File: src/rtl/parking_lot_gate.sv
`default_nettype none
// ============================================================================
// Module   : parking_lot_gate
// Brief    : Two-beam parking gate decoder with bounded BCD occupancy count
//            and a 3-digit multiplexed seven-segment display driver.
// Revision : 1.0
// ============================================================================
module parking_lot_gate #(
    parameter int CAPACITY    = 999,
    parameter int DEB_CYCLES  = 16,
    parameter int REFRESH_DIV = 50000
) (
    input  logic       clk,
    input  logic       rst,
    input  logic       a,
    input  logic       b,
    output logic [7:0] sseg,
    output logic [2:0] en,
    output logic [9:0] count,
    output logic       full,
    output logic       empty,
    output logic       car_in,
    output logic       car_out,
    output logic       reject
);

    localparam int c_DEB_W = (DEB_CYCLES > 1) ? $clog2(DEB_CYCLES) : 1;
    localparam int c_REF_W = (REFRESH_DIV > 1) ? $clog2(REFRESH_DIV) : 1;

    localparam logic [c_DEB_W-1:0] c_DEB_LAST = c_DEB_W'(DEB_CYCLES - 1);
    localparam logic [c_DEB_W-1:0] c_DEB_ONE  = c_DEB_W'(1);
    localparam logic [c_REF_W-1:0] c_REF_LAST = c_REF_W'(REFRESH_DIV - 1);
    localparam logic [c_REF_W-1:0] c_REF_ONE  = c_REF_W'(1);
    localparam logic [9:0]         c_CAP      = 10'(CAPACITY);

    localparam logic [2:0] c_S_IDLE = 3'd0;
    localparam logic [2:0] c_S_ENT1 = 3'd1;
    localparam logic [2:0] c_S_ENT2 = 3'd2;
    localparam logic [2:0] c_S_ENT3 = 3'd3;
    localparam logic [2:0] c_S_EXT1 = 3'd4;
    localparam logic [2:0] c_S_EXT2 = 3'd5;
    localparam logic [2:0] c_S_EXT3 = 3'd6;
    localparam logic [2:0] c_S_ERR  = 3'd7;

    // ------------------------------------------------------------------------
    // Sensor conditioning: bit1 = a (outer), bit0 = b (inner)
    // ------------------------------------------------------------------------
    logic [1:0] w_raw;
    logic [1:0] w_ab;

    assign w_raw = {a, b};

    generate
        for (genvar gi = 0; gi < 2; gi++) begin : g_sensor
            logic               r_meta;
            logic               r_sync;
            logic               r_deb;
            logic [c_DEB_W-1:0] r_run;

            always_ff @(posedge clk) begin
                if (rst) begin
                    r_meta <= 1'b1;
                    r_sync <= 1'b1;
                    r_deb  <= 1'b1;
                    r_run  <= '0;
                end else begin
                    r_meta <= w_raw[gi];
                    r_sync <= r_meta;
                    if (r_sync == r_deb) begin
                        r_run <= '0;
                    end else if (r_run == c_DEB_LAST) begin
                        r_deb <= r_sync;
                        r_run <= '0;
                    end else begin
                        r_run <= r_run + c_DEB_ONE;
                    end
                end
            end

            assign w_ab[gi] = r_deb;
        end
    endgenerate

    // ------------------------------------------------------------------------
    // BCD helpers and segment decode
    // ------------------------------------------------------------------------
    function automatic logic [11:0] bcd_inc(input logic [11:0] v);
        logic [11:0] w_res;
        w_res = v;
        if (v[3:0] != 4'd9) begin
            w_res[3:0] = v[3:0] + 4'd1;
        end else begin
            w_res[3:0] = 4'd0;
            if (v[7:4] != 4'd9) begin
                w_res[7:4] = v[7:4] + 4'd1;
            end else begin
                w_res[7:4]  = 4'd0;
                w_res[11:8] = v[11:8] + 4'd1;
            end
        end
        return w_res;
    endfunction

    function automatic logic [11:0] bcd_dec(input logic [11:0] v);
        logic [11:0] w_res;
        w_res = v;
        if (v[3:0] != 4'd0) begin
            w_res[3:0] = v[3:0] - 4'd1;
        end else begin
            w_res[3:0] = 4'd9;
            if (v[7:4] != 4'd0) begin
                w_res[7:4] = v[7:4] - 4'd1;
            end else begin
                w_res[7:4]  = 4'd9;
                w_res[11:8] = v[11:8] - 4'd1;
            end
        end
        return w_res;
    endfunction

    function automatic logic [7:0] seg_of(input logic [3:0] d);
        case (d)
            4'd0:    return 8'hC0;
            4'd1:    return 8'hF9;
            4'd2:    return 8'hA4;
            4'd3:    return 8'hB0;
            4'd4:    return 8'h99;
            4'd5:    return 8'h92;
            4'd6:    return 8'h82;
            4'd7:    return 8'hF8;
            4'd8:    return 8'h80;
            4'd9:    return 8'h90;
            default: return 8'hFF;
        endcase
    endfunction

    // ------------------------------------------------------------------------
    // Gate FSM with occupancy counters and event pulses
    // ------------------------------------------------------------------------
    logic [2:0]  r_state;
    logic [9:0]  r_count;
    logic [11:0] r_bcd;
    logic        r_car_in;
    logic        r_car_out;
    logic        r_reject;

    always_ff @(posedge clk) begin
        if (rst) begin
            r_state   <= c_S_IDLE;
            r_count   <= '0;
            r_bcd     <= '0;
            r_car_in  <= 1'b0;
            r_car_out <= 1'b0;
            r_reject  <= 1'b0;
        end else begin
            r_car_in  <= 1'b0;
            r_car_out <= 1'b0;
            r_reject  <= 1'b0;
            case (r_state)
                c_S_IDLE: begin
                    case (w_ab)
                        2'b01:   r_state <= c_S_ENT1;
                        2'b10:   r_state <= c_S_EXT1;
                        2'b00:   r_state <= c_S_ERR;
                        default: ;
                    endcase
                end
                c_S_ENT1: begin
                    case (w_ab)
                        2'b00:   r_state <= c_S_ENT2;
                        2'b11:   r_state <= c_S_IDLE;
                        2'b10:   r_state <= c_S_ERR;
                        default: ;
                    endcase
                end
                c_S_ENT2: begin
                    case (w_ab)
                        2'b10:   r_state <= c_S_ENT3;
                        2'b01:   r_state <= c_S_ENT1;
                        2'b11:   r_state <= c_S_ERR;
                        default: ;
                    endcase
                end
                c_S_ENT3: begin
                    case (w_ab)
                        2'b11: begin
                            r_state <= c_S_IDLE;
                            if (r_count != c_CAP) begin
                                r_count  <= r_count + 10'd1;
                                r_bcd    <= bcd_inc(r_bcd);
                                r_car_in <= 1'b1;
                            end else begin
                                r_reject <= 1'b1;
                            end
                        end
                        2'b00:   r_state <= c_S_ENT2;
                        2'b01:   r_state <= c_S_ERR;
                        default: ;
                    endcase
                end
                c_S_EXT1: begin
                    case (w_ab)
                        2'b00:   r_state <= c_S_EXT2;
                        2'b11:   r_state <= c_S_IDLE;
                        2'b01:   r_state <= c_S_ERR;
                        default: ;
                    endcase
                end
                c_S_EXT2: begin
                    case (w_ab)
                        2'b01:   r_state <= c_S_EXT3;
                        2'b10:   r_state <= c_S_EXT1;
                        2'b11:   r_state <= c_S_ERR;
                        default: ;
                    endcase
                end
                c_S_EXT3: begin
                    case (w_ab)
                        2'b11: begin
                            r_state <= c_S_IDLE;
                            if (r_count != 10'd0) begin
                                r_count   <= r_count - 10'd1;
                                r_bcd     <= bcd_dec(r_bcd);
                                r_car_out <= 1'b1;
                            end else begin
                                r_reject  <= 1'b1;
                            end
                        end
                        2'b00:   r_state <= c_S_EXT2;
                        2'b10:   r_state <= c_S_ERR;
                        default: ;
                    endcase
                end
                default: begin
                    // Error recovery only through a fully clear gate
                    if (w_ab == 2'b11) begin
                        r_state <= c_S_IDLE;
                    end
                end
            endcase
        end
    end

    // ------------------------------------------------------------------------
    // Display scan
    // ------------------------------------------------------------------------
    logic [c_REF_W-1:0] r_ref;
    logic [1:0]         r_slot;
    logic [2:0]         r_en;
    logic [7:0]         r_sseg;
    logic               w_ref_wrap;
    logic [1:0]         w_slot_next;
    logic [3:0]         w_digit;

    always_comb begin
        w_ref_wrap  = (r_ref == c_REF_LAST);
        w_slot_next = r_slot;
        if (w_ref_wrap) begin
            w_slot_next = (r_slot == 2'd2) ? 2'd0 : r_slot + 2'd1;
        end
        case (w_slot_next)
            2'd1:    w_digit = r_bcd[7:4];
            2'd2:    w_digit = r_bcd[11:8];
            default: w_digit = r_bcd[3:0];
        endcase
    end

    // Segments are refreshed every cycle so a count change shows without
    // waiting for the next slot; en and sseg share the same edge.
    always_ff @(posedge clk) begin
        if (rst) begin
            r_ref  <= '0;
            r_slot <= 2'd0;
            r_en   <= 3'b110;
            r_sseg <= 8'hC0;
        end else begin
            r_ref  <= w_ref_wrap ? '0 : r_ref + c_REF_ONE;
            r_slot <= w_slot_next;
            r_en   <= ~(3'b001 << w_slot_next);
            r_sseg <= seg_of(w_digit);
        end
    end

    assign sseg    = r_sseg;
    assign en      = r_en;
    assign count   = r_count;
    assign full    = (r_count == c_CAP);
    assign empty   = (r_count == 10'd0);
    assign car_in  = r_car_in;
    assign car_out = r_car_out;
    assign reject  = r_reject;

endmodule
`default_nettype wire

File: config.mk
export PLATFORM = sky130hd
export DESIGN_NAME = parking_lot_gate
export DESIGN_NICKNAME = d
export VERILOG_FILES = /design/src/rtl/parking_lot_gate.sv
export SDC_FILE = /design/constraint.sdc
export NUM_CORES = 1
export LEC_CHECK = 0
export BUFFER_PORTS_ARGS = -buffer_cell sky130_fd_sc_hd__buf_2
export CORE_AREA = 2 2 75 106
export CTS_CLUSTER_DIAMETER = 200
export DETAILED_ROUTE_END_ITERATION = 8
export DIE_AREA = 0 0 77 108
export GPL_TIMING_DRIVEN = 0
export MAX_ROUTING_LAYER = met4
export PLACE_DENSITY_LB_ADDON = 0.15
export SLEW_MARGIN = 25
export SYNTH_ARGS = -nofsm -noshare
export SYNTH_HDL_FRONTEND = slang
export SYNTH_SLANG_ARGS = --single-unit
File: constraint.sdc
create_clock -name clk -period 2.79 [get_ports clk]
set_input_delay 0.279 -clock clk [delete_from_list [all_inputs] [get_ports clk]]
set_output_delay 0.279 -clock clk [all_outputs]
set_load 0.1 [all_outputs]
=== Yosys cells after proc, flatten, opt, wreduce, memory -nomap -nowiden ===
Memory sizes are Yosys's and may differ from the RTL's. A register that Yosys moved wholly into a read port is not among the register bits.
Index checks and enable logic that the tools add are counted.

* Register bits after elaboration: 71
* Bits in latches: 0
* RAM bits: 0
* Bits in read-only memories: 112
* Output and inout port bits: 26
* Word-level logic and storage cells: 132
* Memories kept: 1

{| class="wikitable"
|+ Memories
! memory !! depth !! width !! rd ports !! clocked after memory_dff !! wr ports !! RTL line !! source
|-
| (no name shown) || 16 || 7 || 1 || 1 || 0 || 122 || <nowiki>case (d)</nowiki>
|}

* Add/sub/neg operators: 12
* Multiply operators: 0
* Divide/modulo/power cells: 0
* Magnitude comparators: 0
* Equal/unequal tests: 36
* Shift-type cells: 1
* Multiplexer cells: 37
* Bitwise gates (word level): 6
* Reductions and logical operators: 19

{| class="wikitable"
|+ Operators by type and width
! operator !! count
|-
| case mux 3 bit (3 select lines) || 7
|-
| 2-to-1 mux 12 bit || 4
|-
| 2-to-1 mux 10 bit || 4
|-
| 2-to-1 mux 4 bit || 6
|-
| inequality test 4 x 2 -> 1 bit, second input constant || 6
|-
| case mux 12 bit (2 select lines) || 1
|-
| case mux 3 bit (7 select lines) || 1
|-
| adder 4 x 1 -> 4 bit, second input constant || 5
|-
| case mux 10 bit (2 select lines) || 1
|-
| adder 16 x 1 -> 16 bit, second input constant || 1
|-
| equality test 16 bit, second input constant || 1
|-
| 2-to-1 mux 8 bit || 2
|-
| inequality test 2 bit, second input constant || 8
|-
| OR reduction 3 bit || 4
|-
| subtractor 4 x 1 -> 4 bit, second input constant || 3
|-
| adder 10 x 1 -> 10 bit, second input constant || 1
|-
| equality test 10 bit, second input constant || 1
|-
| logical NOT 10 bit || 1
|-
| inequality test 10 bit, second input constant || 1
|-
| nonzero test 10 bit || 1
|-
| subtractor 10 x 1 -> 10 bit, second input constant || 1
|-
| equality test 3 bit, second input constant || 3
|-
| AND reduction 9 bit || 1
|-
| equality test 2 bit, second input constant || 4
|-
| other kinds (26) || 43
|}

=== Longest topological paths before layout ===
* Depth in word-level cells: 6
* Gate-level depth with buffers: 14
* Depth with buffers taken out: 14

=== Worst setup path before layout ===
Ideal clock, no wire load.

* Path type: register to register
* Start: register r_count[4] (netlist: count[4])
* End: register r_reject (netlist: reject)
* Setup time: 0.088 ns
* Data arrival time: 4.964 ns
* Data required time: 2.702 ns
* Path slack: -2.262 ns
* Cell stages (with the launch flop): 6
* Clock period less this slack: 5.052 ns
* Cells stage by stage: dfxtp_1 > buf_6 > or4_4 > nor4_1 > a22oi_1 > nor3_1

* Cells in the longest elaborated chain, start to end: 4
* Elaborated cells between the ends (all ways): 7
* Those cells by class: eq/ne: 1; mux: 5; reduce/logical: 1

{| class="wikitable"
|+ RTL lines
! item !! RTL line !! source
|-
| start, declared || 141 || <nowiki>logic [9:0] r_count;</nowiki>
|-
| start signal, assigned || 189 || <nowiki>r_count <= r_count + 10'd1;</nowiki>
|-
| start signal, assigned || 222 || <nowiki>r_count <= r_count - 10'd1;</nowiki>
|-
| inequality test 10 bit or nonzero test 10 bit (tied branches) || 188, 221 ||
|-
| 2-to-1 mux 1 bit (on tied branches) || 188, 221 ||
|-
| 2-to-1 mux 1 bit (on tied branches) || 185, 218 ||
|-
| case mux 1 bit (2 select lines) * || 159 || <nowiki>case (r_state)</nowiki>
|-
| end signal, assigned || 154 || <nowiki>r_reject <= 1'b0;</nowiki>
|-
| end signal, assigned || 158 || <nowiki>r_reject <= 1'b0;</nowiki>
|-
| end signal, assigned || 193 || <nowiki>r_reject <= 1'b1;</nowiki>
|-
| end, declared || 145 || <nowiki>logic r_reject;</nowiki>
|}

Every way passes the cells marked *; elsewhere a longest branch is shown, timed or not.
A chain may end at the register's enable or synchronous reset.

=== Worst setup path after layout ===
* Start: register r_ref[0]
* End: register r_sseg[1] (netlist: sseg[1])

* Cells in the longest elaborated chain, start to end: 4
* Elaborated cells between the ends (all ways): 5
* Those cells by class: eq/ne: 3; mux: 2

{| class="wikitable"
|+ RTL lines
! item !! RTL line !! source
|-
| start, declared || 247 || <nowiki>logic [c_REF_W-1:0] r_ref;</nowiki>
|-
| start signal, assigned || 277 || <nowiki>r_ref <= w_ref_wrap ? '0 : r_ref + c_REF_ONE;</nowiki>
|-
| equality test 16 bit * || 256 || <nowiki>w_ref_wrap = (r_ref == c_REF_LAST);</nowiki>
|-
| 2-to-1 mux 2 bit * || 258 || <nowiki>if (w_ref_wrap) begin</nowiki>
|-
| equality test 2 bit or equality test 2 x 1 -> 1 bit (tied branches) || 261 || <nowiki>case (w_slot_next)</nowiki>
|-
| case mux 4 bit (2 select lines) * || 261 ||
|-
| end, declared || 250 || <nowiki>logic [7:0] r_sseg;</nowiki>
|}

Marked as above.

==> impl_metrics.json <==
{
  "status": "finished clean",
  "crit_path_start_kind": "flip-flop",
  "hold_viol": 0,
  "gp_congestion": 0.899,
  "grt.busiest_layer": "met2",
  "clock_path_buffers": 2,
  "multiInputGateArea_um2": 2450,
  "use_met1": 0.262,
  "hold_class": "primary input to flip-flop",
  "pwr-share-comb": 0.122,
  "worst_pin_slew_ps": 612,
  "worstPathMaxFanout": 8,
  "crit_buf_inv": 2,
  "root_buffer": "clkbuf_8",
  "port_buffers": 27,
  "drive_above_1_share": 0.201,
  "power_density_nw_per_um2": 491,
  "yosysTopAreaCell": "dfxtp_1",
  "synth_area_leaders": "dfxtp_1, ha_1, nor2_1, xnor2_1, a21oi_1",
  "detailedRoute.firstIterationViolations": 203,
  "dp_hpwl_um": 6410,
  "ys_ff_latch": 70,
  "core_area_um2": 7310,
  "cts_tree": "yes",
  "async_flop_share": 0,
  "cts-hold-fix-buffers": 0,
  "antenna_found_initial": 0,
  "min_period_ps": 2610,
  "reg2reg_depth": 13,
  "setup_violations": 0,
  "max-vdd-ir-drop_uv": 307,
  "layout_setup_ws_ps": 182,
  "p_total_mw": 2.25,
  "syn_avg_cell_area_um2": 8.46,
  "p_seq_frac": 0.471,
  "holdPathEnd": "g_sensor[1].r_meta",
  "clkPwrFrac": 0.406,
  "numCtsBuffers": 9,
  "worstReg2RegEnd": "sseg[1]",
  "final_cell_area_um2": 4580,
  "slew_headroom": 0.592,
  "synth_cell_types": 62,
  "maxCapViolCount": 0,
  "syn-num-nets": 482,
  "totalWireLength_um": 9070,
  "grt-ovfl-total": 0,
  "regArea_um2": 1420,
  "via_count": 3419,
  "yosysTopAreaCellShare": 0.362,
  "synthCells": 458,
  "diodes": 0,
  "ys.flop_type": "dfxtp_1",
  "clock_latency_ps": 340,
  "worst_path_largest_cell_delay_ps": 370,
  "die_x_um": 77,
  "slew_viol_final": 0,
  "vias_per_cell": 5.71,
  "dp_worst_setup_slack_ps": -369,
  "clock_sinks": 70,
  "fillers": 671,
  "drc_errors": 0,
  "regToRegStartpoint": "r_ref[0]",
  "nets": 521,
  "post_dp_cell_area_um2": 4170,
  "grt_max_degree": 14,
  "whs_ps": 120,
  "met3_usage": 0.0309,
  "critical_path.slowest_cell": "dfxtp_4",
  "fmax_ghz": 0.383,
  "die_area_um2": 8320,
  "postRouteAntennaNets": 0,
  "final_cell_mix": "dfxtp_1, nor2_1, buf_2, a21oi_1, nand2_1",
  "die_y_um": 108,
  "cp.required_ps": 3060,
  "crit_chain": "ha_4 -> nand3_4 -> nor2_4 -> nand3_4 -> mux2i_4 -> buf_12 -> ha_4 -> nor2_1 -> a21o_1 -> buf_4 -> ha_1 -> nand2b_1 -> a21oi_1",
  "htree_levels": 3,
  "wl_per_cell_um": 15.1,
  "path_delay_family": "adder cells",
  "grt_pass1_wl_um": 15300,
  "end_kind": "flip-flop",
  "r2r_setup_slack_ps": 180,
  "yosysWarnings": 0,
  "fin_cells": 599,
  "rsz0062_at_grt": "yes",
  "power.share.switching": 0.274,
  "intPower_mw": 1.63,
  "p_sw_mw": 0.616,
  "start_util": 0.530,
  "std_cell_rows": 37,
  "use_met2": 0.430,
  "synth_area_um2": 3880,
  "synth_edf_count": 0,
  "mostFrequentLayoutCell": "dfxtp_1",
  "final_util": 0.627,
  "placed_cells": 582,
  "fin_tns_setup_ps": 0,
  "min_from": "a",
  "grtUsageTotal": 0.238,
  "first_global_vias": 3337,
  "hold_depth": 2,
  "fin_skew_ps": 8.69,
  "area_growth_pct": 18.2,
  "fin_crit_sh": 0.935,
  "worstPathArrival_ps": 2880,
  "first_pass_iters": 4,
  "p_leak_nw": 1.74,
  "yosysSeqAreaShare": 0.362,
  "path_class": "flip-flop to flip-flop",
  "num_io_pins": 30,
  "clkTransAtPathRegs_ps": 80
}
-- area by class of cell --
type                            instances  area share
Buffer                                 26      0.0298
Clock buffer                            9      0.0270
Clock inverter                          7      0.0210
Inverter                               17      0.0139
Multi-Input combinational cell        342       0.534
Sequential cell                        70       0.309
Tap cell                               97      0.0265
Timing Repair Buffer                   31      0.0388
-- worst max path at each step --
stage | slack (ps) | cells past startpoint | end | startpoint
2_1_floorplan | -10 | 5 | reject | count[1]
3_3_place_gp | -360 | 13 | sseg[3] | r_ref[0]
3_5_place_dp | -370 | 13 | sseg[3] | r_ref[0]
4_1_cts | 2 | 13 | sseg[3] | r_ref[1]
5_1_grt | -20 | 14 | sseg[6] | r_ref[0]
6_report | 180 | 13 | sseg[1] | r_ref[0]
-- sequential cells by signal, indices dropped and copies added (netlist names) --
register / count
car_in: 1
car_out: 1
g_sensor.r_meta: 2
count: 10
r_slot: 2
r_state: 3
en: 3
r_bcd: 12
g_sensor.r_run: 8
r_ref: 16
g_sensor.r_deb: 2
reject: 1
g_sensor.r_sync: 2
sseg: 7
-- worst reg2reg max path, stage by stage (launching register included) --
cell      delay, ps
dfxtp_4         370
ha_4            160
nand3_4         100
nor2_4          150
nand3_4         120
mux2i_4         240
buf_12          140
ha_4            310
nor2_1           50
a21o_1          200
buf_4           140
ha_1            290
nand2b_1        150
a21oi_1         120
-- power groups by stage --
stage	Clock (mW)	Sequential, mW	Combinational, mW
floorplan	0	1.10	0.203
global placement	0	1.07	0.277
detailed placement	0	1.07	0.284
CTS	0.935	1.05	0.287
global route	0.982	1.07	0.297
finish	0.915	1.06	0.275
-- per-layer routing --
metal,part of all wire,vias to the layer above
met1,0.43,1629
met2,0.52,60
met3,0.029,14
li1,-,1716
met4,0.017,0
met5,0,-
-- kinds of logic (layout without fill, tap and decap cells) --
group | Yosys count | count (layout) | synth area share
buf+inv | 46 | 90 | 0.0533
fa+ha+maj | 20 | 20 | 0.0646
compound gates | 96 | 96 | 0.175
other cells | 1 | 1 | 0.000967
xor+xnor | 33 | 33 | 0.0746
flops | 70 | 70 | 0.362
mux | 12 | 12 | 0.0342
simple gates | 180 | 180 | 0.236
-- synth_stat cells (all sizes together) (3+ instances only) --
| library cell | number |
|---|---|
| xnor2 | 19 |
| a22oi | 5 |
| inv | 17 |
| a21oi | 30 |
| mux2i | 11 |
| nand3b | 7 |
| clkbuf | 19 |
| and2 | 4 |
| nor3 | 13 |
| xor2 | 14 |
| o21ai | 17 |
| nor4 | 7 |
| a21o | 3 |
| nand4 | 3 |
| o221ai | 6 |
| a211oi | 5 |
| nor2 | 59 |
| and3 | 11 |
| o31ai | 4 |
| or4 | 6 |
| or3 | 6 |
| or2 | 7 |
| nor2b | 3 |
| a2bb2oi | 3 |
| ha | 20 |
| o211ai | 4 |
| buf | 10 |
| nand2 | 25 |
| nand3 | 22 |
| dfxtp | 70 |
-- what timing repair did --
| item | CTS | global route |
|---|---|---|
| resized for setup | 17 | 17 |
| cloned | 0 | 0 |
| setup endpoints to repair | 11 | 10 |
| pin swaps | 1 | 1 |
| buffers inserted | 2 | 2 |
Note: power is estimated with default switching activity, not from simulation.
